`src/rtl/syndrome_stream_serializer_if.sv`:
```
// Link bundle for the syndrome stream serializer: the syndrome frame input,
// the beat stream into the decoder input FIFO and the result stream out of
// the decoder output FIFO. The serializer takes the master modport; the
// host/decoder side takes the slave modport.
interface syndrome_stream_serializer_if #(
    parameter int SYN_W      = 12,
    parameter int LINK_WIDTH = 8
);
    logic [SYN_W-1:0]      syn_data;
    logic                  syn_valid;
    logic                  syn_ready;
    logic [LINK_WIDTH-1:0] out_data;
    logic                  out_valid;
    logic                  out_ready;
    logic [LINK_WIDTH-1:0] res_data;
    logic                  res_valid;
    logic                  res_ready;

    modport master (
        input  syn_data, syn_valid,
        output syn_ready,
        output out_data, out_valid,
        input  out_ready,
        input  res_data, res_valid,
        output res_ready
    );

    modport slave (
        output syn_data, syn_valid,
        input  syn_ready,
        input  out_data, out_valid,
        output out_ready,
        output res_data, res_valid,
        input  res_ready
    );
endinterface

```
`src/rtl/syndrome_stream_serializer.sv`:
```
// Host-side link driver for the single-FPGA decoder. Sends the start message
// once per reset, then per syndrome frame sends the measurement header and the
// round-padded payload (LSB beat first), collects the 3-beat result message
// (iterations, cycles hi, cycles lo) and reports it as a one-cycle pulse.
// Optional macro SERIALIZER_TIMEOUT_EN: abandons result collection after
// TIMEOUT_CYCLES cycles without an accepted result beat and reports with
// report_timeout=1 (missing fields read as 0).
module syndrome_stream_serializer #(
    parameter int           PU_PER_ROUND            = 4,
    parameter int           ROUNDS                  = 3,
    parameter int           LINK_WIDTH              = 8,
    parameter logic [7:0]   START_DECODING_MSG      = 8'h01,
    parameter logic [7:0]   MEASUREMENT_DATA_HEADER = 8'h02,
    parameter int           TIMEOUT_CYCLES          = 1024
) (
    input  logic                          clk,
    input  logic                          reset,
    syndrome_stream_serializer_if.master  link,
    output logic                          report_valid,
    output logic [7:0]                    report_iterations,
    output logic [15:0]                   report_cycles,
    output logic                          report_timeout,
    output logic [15:0]                   frame_count,
    output logic                          busy
);

    // Each round is padded up to a whole byte; the payload buffer is padded up
    // to whole beats so the last beat's upper bits read as zero.
    localparam int ALIGNED      = ((PU_PER_ROUND + 7) / 8) * 8;
    localparam int PAYLOAD_BITS = ALIGNED * ROUNDS;
    localparam int DATA_BEATS   = (PAYLOAD_BITS + LINK_WIDTH - 1) / LINK_WIDTH;
    localparam int BUF_BITS     = DATA_BEATS * LINK_WIDTH;
    localparam int CNT_W        = $clog2(DATA_BEATS + 1);
    localparam logic [CNT_W-1:0] LAST_BEAT = CNT_W'(DATA_BEATS - 1);

    typedef enum logic [2:0] {
        IDLE,
        START,
        WAIT_SYN,
        HEADER,
        DATA,
        COLLECT,
        REPORT
    } state_t;

    state_t                state;
    logic [BUF_BITS-1:0]   payload_q;
    logic [CNT_W-1:0]      beat_cnt;
    logic [1:0]            res_cnt;
    logic [7:0]            iter_q;
    logic [7:0]            cyc_hi_q;
    logic [7:0]            res_byte;
    logic [LINK_WIDTH-1:0] unused_res_hi;

`ifdef SERIALIZER_TIMEOUT_EN
    logic [31:0]           to_cnt;
`endif

    // Place round k at bit k*ALIGNED, leaving the pad bits zero.
    function automatic logic [BUF_BITS-1:0] pad_frame(input logic [PU_PER_ROUND*ROUNDS-1:0] f);
        logic [BUF_BITS-1:0] r;
        r = '0;
        for (int k = 0; k < ROUNDS; k++) begin
            r[k*ALIGNED +: PU_PER_ROUND] = f[k*PU_PER_ROUND +: PU_PER_ROUND];
        end
        return r;
    endfunction

    // Select beat idx of the padded payload.
    function automatic logic [LINK_WIDTH-1:0] beat_of(input logic [BUF_BITS-1:0] p,
                                                      input logic [CNT_W-1:0]    idx);
        return LINK_WIDTH'(p >> (int'(idx) * LINK_WIDTH));
    endfunction

    // Only the low byte of a result beat carries information.
    assign res_byte      = link.res_data[7:0];
    assign unused_res_hi = link.res_data >> 8;

`ifndef SERIALIZER_TIMEOUT_EN
    // Without the timeout feature a report can never come from a timeout.
    assign report_timeout = 1'b0;
`endif

    // Link FSM: every output is registered and computed for the state being entered.
    always_ff @(posedge clk) begin
        if (reset) begin
            state             <= IDLE;
            link.syn_ready    <= 1'b0;
            link.out_valid    <= 1'b0;
            link.out_data     <= '0;
            link.res_ready    <= 1'b0;
            report_valid      <= 1'b0;
            report_iterations <= 8'h00;
            report_cycles     <= 16'h0000;
            frame_count       <= 16'h0000;
            busy              <= 1'b0;
            payload_q         <= '0;
            beat_cnt          <= '0;
            res_cnt           <= 2'd0;
            iter_q            <= 8'h00;
            cyc_hi_q          <= 8'h00;
`ifdef SERIALIZER_TIMEOUT_EN
            to_cnt            <= 32'd0;
            report_timeout    <= 1'b0;
`endif
        end else begin
            report_valid <= 1'b0;
            case (state)
                IDLE: begin
                    state          <= START;
                    busy           <= 1'b1;
                    link.out_valid <= 1'b1;
                    link.out_data  <= LINK_WIDTH'(START_DECODING_MSG);
                end
                START: begin
                    if (link.out_valid && link.out_ready) begin
                        state          <= WAIT_SYN;
                        busy           <= 1'b0;
                        link.out_valid <= 1'b0;
                        link.out_data  <= '0;
                        link.syn_ready <= 1'b1;
                    end
                end
                WAIT_SYN: begin
                    if (link.syn_valid && link.syn_ready) begin
                        payload_q      <= pad_frame(link.syn_data);
                        state          <= HEADER;
                        busy           <= 1'b1;
                        link.syn_ready <= 1'b0;
                        link.out_valid <= 1'b1;
                        link.out_data  <= LINK_WIDTH'(MEASUREMENT_DATA_HEADER);
                    end
                end
                HEADER: begin
                    if (link.out_valid && link.out_ready) begin
                        state         <= DATA;
                        beat_cnt      <= '0;
                        link.out_data <= beat_of(payload_q, '0);
                    end
                end
                DATA: begin
                    if (link.out_valid && link.out_ready) begin
                        if (beat_cnt == LAST_BEAT) begin
                            state          <= COLLECT;
                            link.out_valid <= 1'b0;
                            link.out_data  <= '0;
                            link.res_ready <= 1'b1;
                            res_cnt        <= 2'd0;
                            iter_q         <= 8'h00;
                            cyc_hi_q       <= 8'h00;
`ifdef SERIALIZER_TIMEOUT_EN
                            to_cnt         <= 32'd0;
`endif
                        end else begin
                            beat_cnt      <= beat_cnt + 1'b1;
                            link.out_data <= beat_of(payload_q, beat_cnt + 1'b1);
                        end
                    end
                end
                COLLECT: begin
                    if (link.res_valid && link.res_ready) begin
`ifdef SERIALIZER_TIMEOUT_EN
                        to_cnt <= 32'd0;
`endif
                        res_cnt <= res_cnt + 2'd1;
                        case (res_cnt)
                            2'd0:    iter_q   <= res_byte;
                            2'd1:    cyc_hi_q <= res_byte;
                            default: begin
                                state             <= REPORT;
                                link.res_ready    <= 1'b0;
                                report_valid      <= 1'b1;
                                report_iterations <= iter_q;
                                report_cycles     <= {cyc_hi_q, res_byte};
                                frame_count       <= frame_count + 16'd1;
`ifdef SERIALIZER_TIMEOUT_EN
                                report_timeout    <= 1'b0;
`endif
                            end
                        endcase
                    end
`ifdef SERIALIZER_TIMEOUT_EN
                    else if ((to_cnt + 32'd1) >= 32'(TIMEOUT_CYCLES)) begin
                        // Give up on the result; fields never received stay zero.
                        state             <= REPORT;
                        link.res_ready    <= 1'b0;
                        report_valid      <= 1'b1;
                        report_iterations <= iter_q;
                        report_cycles     <= {cyc_hi_q, 8'h00};
                        frame_count       <= frame_count + 16'd1;
                        report_timeout    <= 1'b1;
                    end else begin
                        to_cnt <= to_cnt + 32'd1;
                    end
`endif
                end
                REPORT: begin
                    state          <= WAIT_SYN;
                    busy           <= 1'b0;
                    link.syn_ready <= 1'b1;
                end
                default: begin
                    state <= IDLE;
                end
            endcase
        end
    end

endmodule
```
`src/flat_wrapper.sv`:
```
// flat-port wrapper written by rule: the top's interface ports become plain ports
module syndrome_stream_serializer_flat 
#(
    parameter int           PU_PER_ROUND            = 4,
    parameter int           ROUNDS                  = 3,
    parameter int           LINK_WIDTH              = 8,
    parameter logic [7:0]   START_DECODING_MSG      = 8'h01,
    parameter logic [7:0]   MEASUREMENT_DATA_HEADER = 8'h02,
    parameter int           TIMEOUT_CYCLES          = 1024
)
  (clk, reset, report_valid, report_iterations, report_cycles, report_timeout, frame_count, busy, link_syn_data, link_syn_valid, link_syn_ready, link_out_data, link_out_valid, link_out_ready, link_res_data, link_res_valid, link_res_ready);
  syndrome_stream_serializer_if #(.LINK_WIDTH(LINK_WIDTH)) link_i ();
  input  logic clk;
  input  logic reset;
  output logic report_valid;
  output logic [7:0] report_iterations;
  output logic [15:0] report_cycles;
  output logic report_timeout;
  output logic [15:0] frame_count;
  output logic busy;
  input wire logic [$bits(link_i.syn_data)-1:0] link_syn_data;
  input wire logic [$bits(link_i.syn_valid)-1:0] link_syn_valid;
  output wire logic [$bits(link_i.syn_ready)-1:0] link_syn_ready;
  output wire logic [$bits(link_i.out_data)-1:0] link_out_data;
  output wire logic [$bits(link_i.out_valid)-1:0] link_out_valid;
  input wire logic [$bits(link_i.out_ready)-1:0] link_out_ready;
  input wire logic [$bits(link_i.res_data)-1:0] link_res_data;
  input wire logic [$bits(link_i.res_valid)-1:0] link_res_valid;
  output wire logic [$bits(link_i.res_ready)-1:0] link_res_ready;
  assign link_i.syn_data = link_syn_data;
  assign link_i.syn_valid = link_syn_valid;
  assign link_syn_ready = link_i.syn_ready;
  assign link_out_data = link_i.out_data;
  assign link_out_valid = link_i.out_valid;
  assign link_i.out_ready = link_out_ready;
  assign link_i.res_data = link_res_data;
  assign link_i.res_valid = link_res_valid;
  assign link_res_ready = link_i.res_ready;
  syndrome_stream_serializer #(.PU_PER_ROUND(PU_PER_ROUND), .ROUNDS(ROUNDS), .LINK_WIDTH(LINK_WIDTH), .START_DECODING_MSG(START_DECODING_MSG), .MEASUREMENT_DATA_HEADER(MEASUREMENT_DATA_HEADER), .TIMEOUT_CYCLES(TIMEOUT_CYCLES)) u_core (.clk(clk), .reset(reset), .link(link_i), .report_valid(report_valid), .report_iterations(report_iterations), .report_cycles(report_cycles), .report_timeout(report_timeout), .frame_count(frame_count), .busy(busy));
endmodule
```
`config.mk`:
```
export PLATFORM = sky130hd
export DESIGN_NAME = syndrome_stream_serializer_flat
export DESIGN_NICKNAME = d
export VERILOG_FILES = /design/src/rtl/syndrome_stream_serializer_if.sv /design/src/rtl/syndrome_stream_serializer.sv /design/src/flat_wrapper.sv
export SDC_FILE = /design/constraint.sdc
export NUM_CORES = 1
export LEC_CHECK = 0
export CORE_ASPECT_RATIO = 1.1
export CORE_MARGIN = 4
export CORE_UTILIZATION = 40
export DETAILED_ROUTE_END_ITERATION = 6
export PLACE_DENSITY_LB_ADDON = 0.3
export SETUP_SLACK_MARGIN = 0.05
export SYNTH_ARGS = -nofsm -noshare
export SYNTH_HDL_FRONTEND = slang
export SYNTH_SLANG_ARGS = --single-unit
export TNS_END_PERCENT = 20
```
`constraint.sdc`:
```
create_clock -name clk -period 1.9 [get_ports clk]
set_input_delay 0.19 -clock clk [delete_from_list [all_inputs] [get_ports clk]]
set_output_delay 0.19 -clock clk [all_outputs]
set_load 0.05 [all_outputs]
```
# [Word level (Yosys, flattened, before mapping)]
# Index checks and enable logic that the tools add are counted.
[classes] addsub=3 eq_ne=18 n_shift=1 n_mux=45 bitwise=3 reduce_logical=25
[ops] op="$mux 8" count=11
[ops] op="$pmux 8 s5" count=1
[ops] op="$pmux 8 s2" count=2
[ops] op="$reduce_and 5->1" count=5
[ops] op="$mux 3" count=7
[ops] op="$pmux 3 s7" count=1
[ops] op="$shr 20x5->8" count=1
[ops] op="$add 16x1->16 const B" count=1
[ops] op="$ne 2x1->1 const B" count=7
[ops] op="$mux 2" count=6
[ops] op="$mux 1" count=11
[ops] op="$eq 3x3->1 const B" count=3
[ops] op="$reduce_and 3->1" count=3
[ops] op="$pmux 1 s4" count=2
[ops] op="$pmux 2 s2" count=2
[ops] op="$reduce_and 4->1" count=2
[ops] op="$reduce_bool 4->1" count=2
[ops] op="$reduce_and 7->1" count=1
[ops] op="$eq 3x2->1 const B" count=2
[ops] op="$ne 2x2->1 const B" count=3
[ops] op="$reduce_bool 5->1" count=1
[ops] op="$add 2x1->2 const B" count=2
[ops] op="$reduce_bool 2->1" count=2
[ops] op="$eq 3x1->1 const B" count=1
[ops] op="12 further kinds" count=16
[word_totals] ff_bits=88 in_bits=25 wordCells=110

# [Logic depth before layout (Yosys ltp)]
# Gate-level depths: netlist of the first run.
[logic_depth] depth_word=5 depth_mapped=9 mapped_depth_nobuf=6

# [Worst setup path before layout of the first run]
# Ideal clock, no wire load.
[synth_path] path_type="reg-to-reg" startpoint="register u_core.frame_count[5]" endpoint="register u_core.frame_count[13]" arrival_time_ns=1.884 required_time_ns=1.830 setup_slack_ns=-0.055 path_stages_with_launch=5 n_path_buf=0 synth_period_minus_slack_ns=1.955 cell_sequence="dfxtp_1 > and4_1 > nand3_1 > or4_1 > a21oi_1"
[synth_via] elab_chain_len=1
[synth_lines] item="start, declared" line_no="syndrome_stream_serializer.sv:23" text="output logic [15:0] frame_count,"
[synth_lines] item="start signal, assigned" line_no="syndrome_stream_serializer.sv:175" text="frame_count <= frame_count + 16'd1;"
[synth_lines] item="$add 16x1->16" line_no="syndrome_stream_serializer.sv:175"
# Every way passes these cells.
# A chain may end at the register's enable or synchronous reset.

# [Worst setup path in the final report of the first run]
[layout_path] startpoint="register u_core.state[1]" endpoint="register u_core.link.out_valid"
[layout_via] elab_chain_len=3 elab_cells_between_ends=11 classes_between="eq/ne (7); mux (1); reduce/logical (3)"
[layout_lines] item="start, declared" line_no="syndrome_stream_serializer.sv:46" text="state_t state;"
[layout_lines] item="start signal, assigned" line_no="syndrome_stream_serializer.sv:87" text="state <= IDLE;"
[layout_lines] item="start signal, assigned" line_no="syndrome_stream_serializer.sv:110" text="state <= START;"
[layout_lines] item="start signal, assigned" line_no="syndrome_stream_serializer.sv:117" text="state <= WAIT_SYN;"
[layout_lines] item="$eq 3x1->1 (tied with other cells)" line_no="syndrome_stream_serializer.sv:108" text="case (state)"
[layout_lines] item="$reduce_bool 4->1 (no line) / $ne 2x1->1 (equally long branches)"
[layout_lines] item="$reduce_and 5->1 (no line)"
[layout_lines] item="end signal, assigned" line_no="syndrome_stream_serializer.sv:112" text="link.out_valid <= 1'b1;"
[layout_lines] item="end signal, assigned" line_no="syndrome_stream_serializer.sv:119" text="link.out_valid <= 1'b0;"
[layout_lines] item="end signal, assigned" line_no="syndrome_stream_serializer.sv:130" text="link.out_valid <= 1'b1;"
[layout_lines] item="end, declared" line_no="syndrome_stream_serializer_if.sv:22" text="output out_data, out_valid,"
# Several ways; a longest one is shown, not always the timed one.

==> results.json, run 1 <==
{
  "swShare_pct": 33.84,
  "route.final.wire_length_mm": 9.172,
  "die_area_sq_um": 10860,
  "area.growth.synth_to_final_pct": 36.87,
  "start_util_pct": 41.30,
  "tritoncts": "yes",
  "worst_ep_required_time_ns": 2.20,
  "start_kind": "register",
  "syn-instance-count": 460,
  "cts_sinks": 84,
  "async_flop_share_pct": 0,
  "syn_area_sq_um": 3702,
  "detail_route.vias_per_cell": 5.287,
  "crit_fanout": 6,
  "grt_pass1_wl_mm": 15.19,
  "cts_buffer_depth": 2,
  "htree_levels": 3,
  "hp-class": "input port to register",
  "fillers": 804,
  "place.gp.congestion": 0.8815,
  "p_int_uw": 3148,
  "setup_viol": 0,
  "yosysWarnings": 0,
  "grt-ovfl-total": 0,
  "hpwlAfterDp_mm": 6.410,
  "wire_per_inst_microns": 13.71,
  "track_usage_pct": 17.15,
  "finalCritPeriodShare_pct": 98.25,
  "synth.avg_cell_area_sq_um": 8.048,
  "net-switching-power_uw": 1610,
  "drc_errors": 0,
  "rsz0062_at_grt": "yes",
  "postLayoutCellArea_sq_um": 5067,
  "holdWs_ns": 0.2841,
  "tightest_slew_ns": 0.5226,
  "power_density_nw_per_um2": 938.9,
  "slew_violations": 0,
  "synth_top_family_by_area": "simple AND/OR/NAND/NOR gates",
  "cts-buffers-inserted": 9,
  "synth-compound-area-share_pct": 20.85,
  "grt_pass1_vias": 3311,
  "max_cap_violations": 0,
  "first_pass_iters": 4,
  "tns_ns": 0,
  "relSlewSlack_pct": 65.05,
  "synth_fa_ha_area_share_pct": 2.704,
  "grt_antenna_before_repair": 0,
  "port_buffers": 73,
  "die_h_microns": 108.9,
  "yosys.cell_types.count": 45,
  "dpl-instance-area_sq_um": 4720,
  "fmax_ghz": 0.5357,
  "power_leakage_uw": 0.001807,
  "layout.nets": 583,
  "core_area_sq_um": 8964,
  "synth-seq-cells": 84,
  "route.vias.total": 3537,
  "critPathCaptureType": "register",
  "worstSkewPairLatency_ns": 0.36,
  "final_cell_mix": "nand2_1, dfxtp_1, a21oi_1",
  "status": "finished clean",
  "cts_root_buf": "clkbuf_8",
  "skew_ns": 0.005657,
  "ys_seq_area_share_pct": 45.42,
  "slowest_stage": "or4_4",
  "rows": 36,
  "insertedDiodeCount": 0,
  "drive_above_1_share_pct": 15.68,
  "hold_viol_final": 0,
  "clk_pin_slew_ns": 0.08,
  "drtIter0Drc": 273,
  "synth-xor-area-share_pct": 1.183,
  "die_w_microns": 99.73,
  "path_cells": "inv_1 > ha_1 > buf_4 > nor2b_2 > a22o_1 > or4_4 > a21oi_2",
  "comb_power_share_pct": 32.9,
  "yosys.area_share.simple_pct": 22.91,
  "ant_nets": 0,
  "ir_drop_mv": 0.4644,
  "ff_latch_area_sq_um": 1690,
  "grt_max_degree": 49,
  "synth_edf_count": 0,
  "multi_input_comb_area_sq_um": 1942,
  "path_class": "register to register",
  "synth_mux_area_share_pct": 1.386,
  "pwr-share-clk_pct": 27.1,
  "seq_power_share_pct": 40.0,
  "ioPinCount": 79,
  "max_stage_delay_ns": 0.49,
  "ys.flop_type": "dfxtp_1",
  "final_common_cell": "nand2_1",
  "period_minus_slack_ns": 1.867,
  "worstPathArrival_ns": 2.16
}
registers in the layout (all words and copies together) (netlist names):
signal	cells
u_core.frame_count	16
u_core.busy	1
u_core.report_iterations	8
u_core.iter_q	8
u_core.report_cycles	16
u_core.link.out_valid	1
u_core.state	3
u_core.link.out_data	4
u_core.payload_q	12
u_core.cyc_hi_q	8
u_core.link.syn_ready	1
u_core.res_cnt	2
u_core.report_valid	1
u_core.beat_cnt	2
u_core.link.res_ready	1
logic make-up after synthesis:
logic type,after synthesis
AO/OA/AOI/OAI,138
XOR/XNOR,5
adder cells (fa/ha/maj),8
buffers and inverters,44
flip-flops,84
multiplexers,5
other,1
AND/OR/NAND/NOR,175
metal layers:
metal  GRT usage [%]  part of all wire [%]  up-vias
met1           23.07                    46     1635
li1                -                     -     1802
met3           3.775                   4.7       14
met2           26.36                    47       86
met5               0                     0        -
met4           7.610                   2.0        0
per-stage QoR:
step,worst slack [ns],power [uW],utilization [%],cells
floorplan,0.008733,2825,-,464
global placement,-0.05577,3310,52.65,652
detailed placement,-0.09632,3328,52.65,652
CTS,0.02321,4623,54.97,668
global route,-0.02891,5020,56.53,669
finish,0.03332,4758,56.53,669
power groups by stage:
| stage | registers, uW | clock network [uW] | logic [uW] |
|---|---|---|---|
| floorplan | 2070 | 0 | 753 |
| global placement | 1940 | 0 | 1370 |
| detailed placement | 1940 | 0 | 1390 |
| CTS | 1900 | 1330 | 1390 |
| global route | 1910 | 1400 | 1710 |
| finish | 1900 | 1290 | 1560 |
critical path: cells and delay by family, from the launching register on:
family          cells  cell delay, ns
buf+inv             2            0.21
simple gates        2            0.67
compound gates      2            0.40
flops               1            0.33
fa+ha+maj           1            0.19
worst paths after layout:
path	start	endpoint	slack (ns)	cells after the start
max	u_core.state[1]	u_core.link.out_valid	0.03	7
max reg2reg	u_core.state[1]	u_core.link.out_valid	0.03	7
min reg2reg	u_core.report_cycles[14]	u_core.report_cycles[14]	0.45	2
min	reset	u_core.beat_cnt[1]	0.28	2
cells in the mapped netlist (3+ instances only):
master / number / area [sq um]
a21oi_1: 81 / 405.4
a311oi_1: 3 / 26.28
a31oi_1: 4 / 25.02
and2_1: 3 / 18.77
buf_2: 5 / 25.02
buf_4: 6 / 45.04
clkbuf_1: 22 / 82.58
dfxtp_1: 84 / 1682
ha_1: 8 / 100.1
inv_1: 9 / 33.78
mux2i_1: 4 / 40.04
nand2_1: 89 / 334.1
nand2b_1: 3 / 18.77
nand3_1: 10 / 50.05
nand3b_1: 3 / 22.52
nand4_1: 21 / 131.4
nor2_1: 16 / 60.06
nor2b_1: 5 / 31.28
nor3_1: 4 / 20.02
o21ai_0: 28 / 140.1
o2bb2ai_1: 4 / 35.03
o31ai_1: 8 / 60.06
or3_1: 5 / 31.28
or4_1: 6 / 45.04
xnor2_1: 3 / 26.28
final cells by class:
class                           instances  area share (%)
Inverter                                9          0.6667
Clock buffer                           11           2.790
Clock inverter                          5           1.160
Timing Repair Buffer                  110           20.89
Sequential cell                        84           33.36
Tap cell                              114           2.815
Multi-Input combinational cell        336           38.32
what timing repair did:
action	CTS	global route
resized for setup	2	53
buffers inserted	0	1
setup endpoints to repair	11	69
cloned	0	0
pin swaps	1	9
hold buffers	0	0
(Power assumes the default switching activity.)
==> run 2: changes to the inputs <==
--- a/config.mk
+++ b/config.mk
@@ -12,4 +12,5 @@
 export PLACE_DENSITY_LB_ADDON = 0.3
 export SETUP_SLACK_MARGIN = 0.05
+export SKIP_LAST_GASP = 1
 export SYNTH_ARGS = -nofsm -noshare
 export SYNTH_HDL_FRONTEND = slang
==> constraint.sdc (replaced) <==
create_clock -name clk -period 1.9 [get_ports clk]
set_input_delay 0.19 -clock clk [delete_from_list [all_inputs] [get_ports clk]]
set_output_delay 0.19 -clock clk [all_outputs]
set_load 0.005 [all_outputs]
==> run 2 against run 1 <==
Fmax increased by 2.6%. Clock-buffer cell count decreased by 2. Non-clock buffer count decreased by 5. Sequential share of layout area increased by 0.72 points. Clock skew increased by 0.0045 ns. Sequential power about the same. Final area decreased by 2.5%. Critical path type unchanged. Largest cell class unchanged.
==> results.json, run 2 (synthesis results as in run 1) <==
{
  "worstPathArrival_ns": 2.10,
  "cts_sinks": 84,
  "grt_max_degree": 50,
  "grt_pass1_wl_mm": 15.07,
  "postLayoutCellArea_sq_um": 4938,
  "rsz0062_at_grt": "yes",
  "critPathCaptureType": "register",
  "place.gp.congestion": 0.8734,
  "clk_pin_slew_ns": 0.09,
  "slew_violations": 0,
  "reg_top3": "u_core.frame_count (16), u_core.report_cycles (16), u_core.payload_q (12)",
  "path_class": "register to register",
  "hpwlAfterDp_mm": 6.676,
  "p_int_uw": 3032,
  "max_stage_delay_ns": 0.52,
  "drive_above_1_share_pct": 11.64,
  "htree_levels": 3,
  "worstSkewPairLatency_ns": 0.36,
  "grt-ovfl-total": 0,
  "ant_nets": 0,
  "setup_viol": 0,
  "hp-class": "input port to register",
  "crit_fanout": 7,
  "insertedDiodeCount": 0,
  "fin_ws_ns": 0.08143,
  "route.final.wire_length_mm": 9.140,
  "drc_errors": 0,
  "tritoncts": "yes",
  "port_buffers": 73,
  "grt_pass1_vias": 3389,
  "holdWs_ns": 0.3077,
  "tightest_slew_ns": 0.5593,
  "status": "finished clean",
  "detail_route.vias_per_cell": 5.316,
  "final_common_cell": "nand2_1",
  "cts-buffers-inserted": 9,
  "net-switching-power_uw": 1445,
  "final_cell_mix": "nand2_1, dfxtp_1, a21oi_1",
  "area.growth.synth_to_final_pct": 33.39,
  "post_cts_buffers": 0,
  "core_area_sq_um": 8964,
  "first_pass_iters": 4,
  "grt_antenna_before_repair": 0,
  "swShare_pct": 32.28,
  "r2r_slack_ns": 0.08,
  "rows": 36,
  "wire_per_inst_microns": 13.77,
  "die_h_microns": 108.9,
  "pwr-share-clk_pct": 29.5,
  "worst_ep_required_time_ns": 2.18,
  "ioPinCount": 79,
  "drtIter0Drc": 223,
  "period_minus_slack_ns": 1.819,
  "max_cap_violations": 0,
  "start_kind": "register",
  "power_leakage_uw": 0.001673,
  "finalCritPeriodShare_pct": 95.71,
  "power_density_nw_per_um2": 906.7,
  "die_w_microns": 99.73,
  "skew_ns": 0.01014,
  "pre_cts_ws_ns": -0.1129,
  "track_usage_pct": 17.03,
  "cts_root_buf": "clkbuf_8",
  "layout.nets": 578,
  "tns_ns": 0,
  "ir_drop_mv": 0.4042,
  "route.vias.total": 3530,
  "start_util_pct": 41.30,
  "comb_power_share_pct": 27.9,
  "cts_buffer_depth": 2,
  "dpl-instance-area_sq_um": 4683,
  "seq_power_share_pct": 42.6,
  "path_cells": "inv_1 > ha_1 > and4_4 > nand4_1 > or4_1 > a21oi_1",
  "die_area_sq_um": 10860,
  "relSlewSlack_pct": 62.72,
  "slowest_stage": "or4_1",
  "fmax_ghz": 0.5499,
  "finalPower_uw": 4478,
  "hold_viol_final": 0
}
run 2: cell type report:
class                           instances  area, sq um
Clock buffer                            9        123.9
Multi-Input combinational cell        336         1879
Fill cell                             829         4025
Clock inverter                          7        81.33
Inverter                                9        33.78
Timing Repair Buffer                  105        994.7
Tap cell                              114        142.6
Sequential cell                        84         1683
run 2: path summary, 6_finish.rpt:
path                           start                  endpoint  depth (start not counted)
setup / recovery     u_core.state[1]    u_core.frame_count[12]                          6
hold / removal                 reset     u_core.frame_count[3]                          2
setup reg to reg     u_core.state[1]    u_core.frame_count[12]                          6
hold reg to reg   u_core.cyc_hi_q[6]  u_core.report_cycles[14]                          2
run 2: per-layer routing:
layer  wire length, microns  track usage (%)  share of wire, %
met1                   4115            21.69                45
met4                    150            7.707               1.6
met2                   4451            27.93                49
met3                    423            3.263               4.6
met5                      0                0                 0
run 2: metrics by stage:
step	util [%]	cells
2_1_floorplan	-	464
3_3_place_gp	52.25	648
3_5_place_dp	52.25	648
4_1_cts	54.58	664
5_1_grt	55.09	664
6_report	55.09	664
run 2: worst max-delay path, delay by kind of cell, from the launching register on:
kind / cells / cell delay [ns]
AO/OA/AOI/OAI: 1 / 0.16
flip-flops: 1 / 0.32
buffers and inverters: 1 / 0.08
adder cells (fa/ha/maj): 1 / 0.23
AND/OR/NAND/NOR: 3 / 0.95
run 2: power groups by stage:
stage	Combinational, uW	Clock (uW)	Sequential, uW
4_1_cts	1220	1370	1900
5_1_grt	1380	1430	1920
3_5_place_dp	1210	0	1940
3_3_place_gp	1200	0	1940
2_1_floorplan	733	0	1950
6_report	1250	1320	1910
run 2: what timing repair did:
item,4_1_cts,5_1_grt
hold buffers,0,0
pin swaps,0,6
endpoints found under the setup margin,13,49
gates resized for setup,2,13
==> run 3: changes to the inputs <==
CORE_MARGIN = 2   (was 4)
==> run 3 against run 2 <==
Final cell count is 0.45% lower. Register-to-register slack better by 0.02 ns. Die area is 7.5% lower. Sequential power hardly changed. Core utilization is 0.81 points higher. Clock skew is 0.0016 ns lower. Clock power is 16% higher. Via count is 0.11% higher. Flip-flop and latch count stayed put. Critical path type unchanged. Critical endpoint is now u_core.frame_count[15]. Highest routed layer unchanged.
==> results.json, run 3 (synthesis results as in run 1) <==
{
  "insertedDiodeCount": 0,
  "cts_root_buf": "clkbuf_8",
  "route.vias.total": 3534,
  "status": "finished clean",
  "die_h_microns": 104.9,
  "final_cell_mix": "nand2_1, dfxtp_1, a21oi_1",
  "crit_fanout": 6,
  "clk_pin_slew_ns": 0.08,
  "rsz0062_at_grt": "yes",
  "drtIter0Drc": 336,
  "cts_sinks": 84,
  "reg_top3": "u_core.frame_count (16), u_core.report_cycles (16), u_core.payload_q (12)",
  "place.gp.congestion": 0.8771,
  "power_density_nw_per_um2": 945.1,
  "worstPathArrival_ns": 2.10,
  "comb_power_share_pct": 26.7,
  "port_buffers": 73,
  "final_common_cell": "nand2_1",
  "grt_max_degree": 44,
  "start_kind": "register",
  "tritoncts": "yes",
  "fillers": 828,
  "rows": 36,
  "p_int_uw": 3290,
  "track_usage_pct": 18.91,
  "critPathCaptureType": "register",
  "htree_levels": 3,
  "swShare_pct": 30.18,
  "start_util_pct": 41.51,
  "r2r-start": "u_core.res_cnt[0]",
  "ioPinCount": 79,
  "area.growth.synth_to_final_pct": 34.67,
  "wire_per_inst_microns": 13.89,
  "net-switching-power_uw": 1422,
  "drive_above_1_share_pct": 11.88,
  "core_area_sq_um": 8919,
  "cp-endpoint": "u_core.frame_count[15]",
  "detail_route.vias_per_cell": 5.346,
  "grt-ovfl-total": 0,
  "power_leakage_uw": 0.001674,
  "first_pass_iters": 4,
  "layout.nets": 575,
  "crit_start": "u_core.res_cnt[0]",
  "drc_errors": 0,
  "fmax_ghz": 0.5550,
  "period_minus_slack_ns": 1.802,
  "hpwlAfterDp_mm": 6.402,
  "holdWs_ns": 0.2739,
  "worstSkewPairLatency_ns": 0.36,
  "setup_viol": 0,
  "cts_buffer_depth": 2,
  "final_core_util_pct": 55.91,
  "worst_ep_required_time_ns": 2.20,
  "ir_drop_mv": 0.4264,
  "hold_viol_final": 0,
  "skew_ns": 0.008542,
  "max_cap_violations": 0,
  "ant_nets": 0,
  "finalPower_uw": 4712,
  "seq_power_share_pct": 40.9,
  "hp-class": "input port to register",
  "route.final.wire_length_mm": 9.178,
  "cts-buffers-inserted": 9,
  "pwr-share-clk_pct": 32.4,
  "r2r_cells": 6,
  "grt_antenna_before_repair": 0,
  "place_inst": 644,
  "tns_ns": 0,
  "die_area_sq_um": 10040,
  "finalCritPeriodShare_pct": 94.84,
  "grt_pass1_wl_mm": 15.21,
  "path_class": "register to register",
  "stdcell_count": 661,
  "grt_pass1_vias": 3223,
  "die_w_microns": 95.73,
  "reg2reg_to": "u_core.frame_count[15]",
  "r2r_slack_ns": 0.1,
  "slew_violations": 0
}
[run 3: how the worst min path moves through the flow]
stage / slack (ns) / depth (start not counted) / startpoint / to
CTS: 0.25 / 2 / reset / u_core.busy
global route: 0.28 / 2 / reset / u_core.busy
finish: 0.27 / 2 / reset / u_core.busy
floorplan: 0.33 / 2 / link_syn_data[6] / u_core.payload_q[10]
detailed placement: 0.44 / 2 / u_core.cyc_hi_q[6] / u_core.report_cycles[14]
global placement: 0.44 / 2 / u_core.iter_q[0] / u_core.report_iterations[0]
[run 3: layout make-up]
type	instances	area, sq um	area share [%]
Multi-Input combinational cell	336	1911	38.32
Inverter	9	33.78	0.6775
Clock buffer	10	127.6	2.560
Timing Repair Buffer	102	975.9	19.57
Tap cell	114	142.6	2.861
Sequential cell	84	1684	33.78
Clock inverter	6	111.4	2.233
[run 3: power by group through the flow]
stage	clock network, uW	registers [uW]	logic (uW)
6_report	1530	1930	1260
5_1_grt	1640	1940	1390
3_5_place_dp	0	1960	1200
2_1_floorplan	0	1950	733
4_1_cts	1550	1920	1210
3_3_place_gp	0	1950	1180
[run 3: stage by stage]
| stage | worst slack, ns | instance area [sq um] |
|---|---|---|
| after floorplan | 0.1164 | 3717 |
| after global placement | 0.1062 | 4653 |
| after detailed placement | 0.03638 | 4653 |
| after CTS | 0.02251 | 4895 |
| after global routing | 0.004536 | 4986 |
| final | 0.09808 | 4986 |
[run 3: timing repair]
item,in CTS,in global routing
gates cloned,0,0
endpoints found under the hold margin,0,0
setup buffers,0,1
pin swaps,0,5
setup endpoints to repair,9,63
hold buffers,0,0
gates resized for setup,1,26
[run 3: layer usage]
layer	vias to the layer above	global-route usage [%]	part of all wire [%]
li1	1783	-	-
met1	1656	25.94	47
met2	84	29.42	47
met3	11	4.831	4.5
met4	0	5.000	0.99
met5	-	0	0
[run 3: worst max-delay path, cell delays in order, from the launching register on]
cell      delay, ns
dfxtp_2        0.35
inv_1          0.05
ha_1           0.19
and4bb_2       0.34
nand4_4        0.14
or4_1          0.51
a21oi_2        0.15
